==> config.mk <==
export PLATFORM = sky130hd
export DESIGN_NAME = icache_tag_sram
export DESIGN_NICKNAME = d
export VERILOG_FILES = /design/src/rtl/icache_pkg.sv /design/src/rtl/tag_clear_seq.sv /design/src/rtl/icache_tag_sram.sv
export SDC_FILE = /design/constraint.sdc
export NUM_CORES = 2
export LEC_CHECK = 0
export ABC_CLOCK_PERIOD_IN_PS = 6000
export BUFFER_PORTS_ARGS = -buffer_cell sky130_fd_sc_hd__buf_4
export CAP_MARGIN = 40
export CORE_ASPECT_RATIO = 1.5
export CORE_MARGIN = 2
export CORE_UTILIZATION = 30
export CTS_CLUSTER_DIAMETER = 60
export DETAILED_ROUTE_END_ITERATION = 10
export GPL_ROUTABILITY_DRIVEN = 0
export PLACE_DENSITY_LB_ADDON = 0.15
export SYNTH_ARGS = -nofsm -noshare
export SYNTH_HDL_FRONTEND = slang
export SYNTH_SLANG_ARGS = --single-unit
==> constraint.sdc <==
create_clock -name clka -period 6 [get_ports clka]
set_clock_uncertainty 0.15 [all_clocks]
set_input_delay 0.6 -clock clka [delete_from_list [all_inputs] [get_ports clka]]
set_output_delay 0.6 -clock clka [all_outputs]
set_load 0.01 [all_outputs]
==> src/rtl/icache_pkg.sv <==
// -----------------------------------------------------------------------------
// icache_pkg
// Shared definitions for the instruction-cache tag store.
//   ICACHE_INDEX_W     set index width (PA[11:5])
//   ICACHE_TAG_W       physical tag width (PA[31:12])
//   ICACHE_TAG_ENTRY_W stored entry width (valid + tag)
//   ICACHE_VALID_BIT   position of the valid bit inside an entry
//   ICACHE_WE_W        byte-lane write-enable width of the RAM port
// -----------------------------------------------------------------------------
package icache_pkg;

    localparam int unsigned ICACHE_INDEX_W     = 7;
    localparam int unsigned ICACHE_TAG_W       = 20;
    localparam int unsigned ICACHE_TAG_ENTRY_W = 21;
    localparam int unsigned ICACHE_VALID_BIT   = 20;
    localparam int unsigned ICACHE_WE_W        = 4;

    typedef struct packed {
        logic                    valid;
        logic [ICACHE_TAG_W-1:0] tag;
    } icache_tag_entry_t;

    // Power-up clear sequencer states.
    typedef enum logic [1:0] {
        CLR_SYNC,
        CLR_SWEEP,
        CLR_DONE
    } clr_state_t;

endpackage

==> src/rtl/tag_clear_seq.sv <==
// -----------------------------------------------------------------------------
// tag_clear_seq
// After reset release, walks every tag index once, requesting a zero write per
// cycle, then raises ready. The first edge after release only leaves CLR_SYNC,
// which aligns reset deassertion to clk before the sweep starts.
// Ports:
//   clk      clock
//   rst_n    asynchronous active-low reset (restarts the sweep at index 0)
//   ready    high once the sweep has completed
//   clr_we   clear write request for the current cycle
//   clr_addr index being cleared
// -----------------------------------------------------------------------------
module tag_clear_seq
    import icache_pkg::*;
#(
    parameter int unsigned ADDR_W = ICACHE_INDEX_W
) (
    input  logic              clk,
    input  logic              rst_n,
    output logic              ready,
    output logic              clr_we,
    output logic [ADDR_W-1:0] clr_addr
);

    clr_state_t        state_q, state_d;
    logic [ADDR_W-1:0] cnt_q, cnt_d;

    always_ff @(posedge clk or negedge rst_n) begin
        if (!rst_n) begin
            state_q <= CLR_SYNC;
            cnt_q   <= '0;
        end else begin
            state_q <= state_d;
            cnt_q   <= cnt_d;
        end
    end

    always_comb begin
        state_d  = state_q;
        cnt_d    = cnt_q;
        clr_we   = 1'b0;
        clr_addr = cnt_q;
        ready    = 1'b0;
        case (state_q)
            CLR_SYNC: begin
                state_d = CLR_SWEEP;
            end
            CLR_SWEEP: begin
                clr_we = 1'b1;
                cnt_d  = cnt_q + 1'b1;
                if (cnt_q == '1) begin
                    state_d = CLR_DONE;
                end
            end
            CLR_DONE: begin
                ready = 1'b1;
            end
            default: begin
                state_d = CLR_SYNC;
            end
        endcase
    end

endmodule

==> src/rtl/icache_tag_sram.sv <==
// -----------------------------------------------------------------------------
// icache_tag_sram
// Single-port synchronous I-cache tag memory (valid + PA tag per set) with
// byte-lane write enables and write-first registered read data.
// Optional feature macro: ICACHE_TAG_CLEAR_EN -- zero every entry after reset
// release before accepting accesses.
// Ports:
//   clka    clock
//   rsta_n  asynchronous active-low reset (clears douta and ready only)
//   ena     port enable
//   wea     byte-lane write enables (lane k = bits 8k+7:8k, clipped)
//   addra   entry index
//   dina    write data
//   douta   registered read / write-first data
//   ready   high when accesses are accepted
// -----------------------------------------------------------------------------
module icache_tag_sram
    import icache_pkg::*;
#(
    parameter int unsigned ADDR_W = ICACHE_INDEX_W,
    parameter int unsigned DATA_W = ICACHE_TAG_ENTRY_W,
    parameter int unsigned WE_W   = ICACHE_WE_W
) (
    input  logic              clka,
    input  logic              rsta_n,
    input  logic              ena,
    input  logic [WE_W-1:0]   wea,
    input  logic [ADDR_W-1:0] addra,
    input  logic [DATA_W-1:0] dina,
    output logic [DATA_W-1:0] douta,
    output logic              ready
);

    // No reset on the array so it maps onto block RAM.
    logic [DATA_W-1:0] mem [2**ADDR_W] = '{default: '0};

    logic [DATA_W-1:0] lane_mask;
    logic [DATA_W-1:0] merged;
    logic              access;
    logic              wr_en;
    logic [ADDR_W-1:0] wr_addr;
    logic [DATA_W-1:0] wr_data;

    // Lanes that fall beyond DATA_W have no bits and are ignored.
    for (genvar i = 0; i < DATA_W; i++) begin : g_mask
        if ((i / 8) < WE_W) begin : g_lane
            assign lane_mask[i] = wea[i/8];
        end else begin : g_none
            assign lane_mask[i] = 1'b0;
        end
    end

    assign access = ready & ena;
    assign merged = (mem[addra] & ~lane_mask) | (dina & lane_mask);

`ifdef ICACHE_TAG_CLEAR_EN
    logic              clr_we;
    logic [ADDR_W-1:0] clr_addr;

    tag_clear_seq #(
        .ADDR_W(ADDR_W)
    ) u_clear (
        .clk     (clka),
        .rst_n   (rsta_n),
        .ready   (ready),
        .clr_we  (clr_we),
        .clr_addr(clr_addr)
    );

    always_comb begin
        wr_en   = access & (|wea);
        wr_addr = addra;
        wr_data = merged;
        if (clr_we) begin
            wr_en   = 1'b1;
            wr_addr = clr_addr;
            wr_data = '0;
        end
    end
`else
    always_ff @(posedge clka or negedge rsta_n) begin
        if (!rsta_n) begin
            ready <= 1'b0;
        end else begin
            ready <= 1'b1;
        end
    end

    always_comb begin
        wr_en   = access & (|wea);
        wr_addr = addra;
        wr_data = merged;
    end
`endif

    always_ff @(posedge clka) begin
        if (wr_en) begin
            mem[wr_addr] <= wr_data;
        end
    end

    // Write-first: a write returns the merged post-write word.
    always_ff @(posedge clka or negedge rsta_n) begin
        if (!rsta_n) begin
            douta <= '0;
        end else if (access) begin
            douta <= (|wea) ? merged : mem[addra];
        end
    end

endmodule

==> results_dict.tcl <==
set metrics [dict create \
    status "finished clean" \
    num_rows 264 \
    drv_slew 0 \
    worst-path-buf-inv 4 \
    p_leak_nw 38.3 \
    clockBufferDepth 4 \
    netlist.top_cell.by_area "edfxtp_1" \
    max_stage_delay_ns 0.69 \
    final.period_utilization_pct 76.0 \
    grt_overflow 0 \
    required_ns 6.44 \
    r2r_slack_ns 1.98 \
    worstSetupPathType "in2reg" \
    clk_latency_ns 0.91 \
    synthArstFlopShare_pct 0.812 \
    r2r-end "mem[37][6]" \
    cts.sinks 2710 \
    setup_viol 0 \
    synthCells 5728 \
    cp-end-kind "flip-flop" \
    start_util_pct 30.1 \
    syn_area_sq_um 104000 \
    pin_count 57 \
    coreArea_sq_um 345000 \
    drc 0 \
    ir_drop_v 0.000233 \
    cts_buffers 273 \
    num_vias 63800 \
    drt-initial-drc-count 7751 \
    vias_per_cell 5.81 \
    synth_nets 5763 \
    powerDensity_nw_per_um2 340 \
    portBuffers 56 \
    fin_setup_tns_ns 0 \
    synth_top_area_share_pct 77.8 \
    grt_use_total_pct 24.5 \
    grt_pass1_wl_um 589000 \
    routed_wl_um 441000 \
    critPathTopFamily "compound AO/OA/AOI/OAI gates" \
    ant_nets 0 \
    start_kind "input port" \
    cp.arrival_ns 5.00 \
    nets 6271 \
    yosysSeqAreaShare_pct 78.3 \
    grt_max_degree 89 \
    drive_gt1_share_pct 23.4 \
    synth_seq_cells 2710 \
    yosys_warnings 0 \
    wl_per_cell_um 40.2 \
    p_total_mw 41.9 \
    worst_pin_slew_ns 1.03 \
    synth.area.top_cells "edfxtp_1 (78%), a221oi_1 (6.3%), mux4_2 (2.2%)" \
    max_freq_ghz 0.219 \
    die-area_sq_um 351000 \
    r2r_cells 12 \
    cts_tree "built" \
    cts_hold_buf 8 \
    netlist_top_cells_count "edfxtp_1 (2688), a221oi_1 (744), nor2_1 (319), buf_2 (198), nand2_1 (168)" \
    synth.distinct_cells 90 \
    post-synth-top-count-cell "edfxtp_1" \
    crit_top_cell "buf_12" \
    clockRootBuffer "clkbuf_16" \
    syn2layout_area_growth_pct 18.6 \
    hold-worst-slack_ns 0.0751 \
    clkTransAtPathRegs_ns 0.06 \
    first_global_vias 63000 \
    dpl_cell_area_sq_um 115000 \
    synth_edf_count 2688 \
    die_w_um 484 \
    die_height_um 724 \
    h-tree-depth 5 \
    rsz0062_at_grt "no" \
    synth_ff_type "edfxtp_1" \
    dp_hpwl_um 278000 \
    maxCapViolations 0 \
    path_cells "buf_8, and2_4, buf_12, buf_4, a221oi_1, o221ai_1, nand3_1, a31oi_1, nor4_2, a21oi_4, buf_12" \
    finalHoldViolCount 0 \
    cts_resized 0 \
    rr_startpoint "mem[21][6]" \
    fin_crit_ns 4.56 \
    final_area_sq_um 123000 \
    slowest_stage "a31oi_1" \
    antenna_found_initial 20 \
    post-cts-setup-buffers 0 \
    timing.critical_path.fanout_max 80 \
    slew_headroom_pct 30.3 \
    holdCritPathClass "in2async" \
    syn_avg_cell_area_sq_um 18.1 \
    dr.pass1.iters 5 \
]
-- report_power, final --
| part | internal (mW) | switching (mW) |
|---|---|---|
| registers | 21.3 | 0.0604 |
| logic | 0.971 | 2.68 |
| clock network | 9.38 | 7.49 |
| total | 31.6 | 10.2 |
-- layer usage --
metal	wire length, um	vias up	global-route usage [%]
met4	29100	6	13.8
li1	-	25300	-
met5	51	-	0
met1	169000	34700	30.0
met2	216000	2966	41.7
met3	26500	760	3.44
-- how the worst max path moves through the flow --
stage / end / cells past startpoint / startpoint
floorplan: mem[0][6] / 11 / addra[1]
global placement: mem[0][9] / 12 / addra[0]
detailed placement: mem[5][15] / 11 / addra[0]
CTS: mem[125][0] / 11 / addra[0]
global route: mem[110][0] / 11 / addra[0]
finish: mem[110][0] / 11 / addra[2]
-- cell families after synthesis --
logic type,synth area share (%)
AOI/OAI and AO/OA,11.8
buffers and inverters,2.24
DFF,78.3
muxes,4.79
other,0.00361
and+or+nand+nor,2.93
-- flip-flops by register name, summed over array words and instances (netlist names) --
signal  flops
mem      2688
douta      21
ready       1
-- per-stage QoR --
stage	cells	worst slack, ns	util, %
4_1_cts	11000	1.66	35.7
2_1_floorplan	5728	0.625	-
3_3_place_gp	10400	0.287	33.1
6_report	11000	1.44	35.7
3_5_place_dp	10500	0.744	33.2
5_1_grt	11000	1.45	35.7
-- cell usage in the layout, fill, tap and decap left out, types with 31 or more instances in the layout --
master     Yosys  routed
a21oi_1      112     109
a221o_1       31      31
a221oi_1     744     744
a22oi_1      140     140
buf_12         1     119
buf_4         33     543
clkbuf_1     143      71
clkbuf_16      0     281
clkinv_1       2      51
clkinv_2       0      39
edfxtp_1    2688    2688
mux2_2       137     137
mux2i_1       96      95
mux4_2       102     102
nand2_1      168     160
nand3_1       41      40
nor2_1       319     174
nor2_2         1     130
o211ai_1      32      32
o21ai_0      105     104
o221ai_1      52      52
o22ai_1       84      83
-- cell type report --
| class | count | area, sq um |
|---|---|---|
| clock inverter | 121 | 1030 |
| multi-input combinational | 2552 | 20900 |
| antenna | 7 | 17.5 |
| sequential | 2710 | 81300 |
| tap | 4522 | 5660 |
| inverter | 10 | 55.1 |
| clock buffer | 361 | 7420 |
| timing repair buffer | 689 | 6720 |
| fill | 32200 | 221000 |
Power figures use the tool's default switching activity.
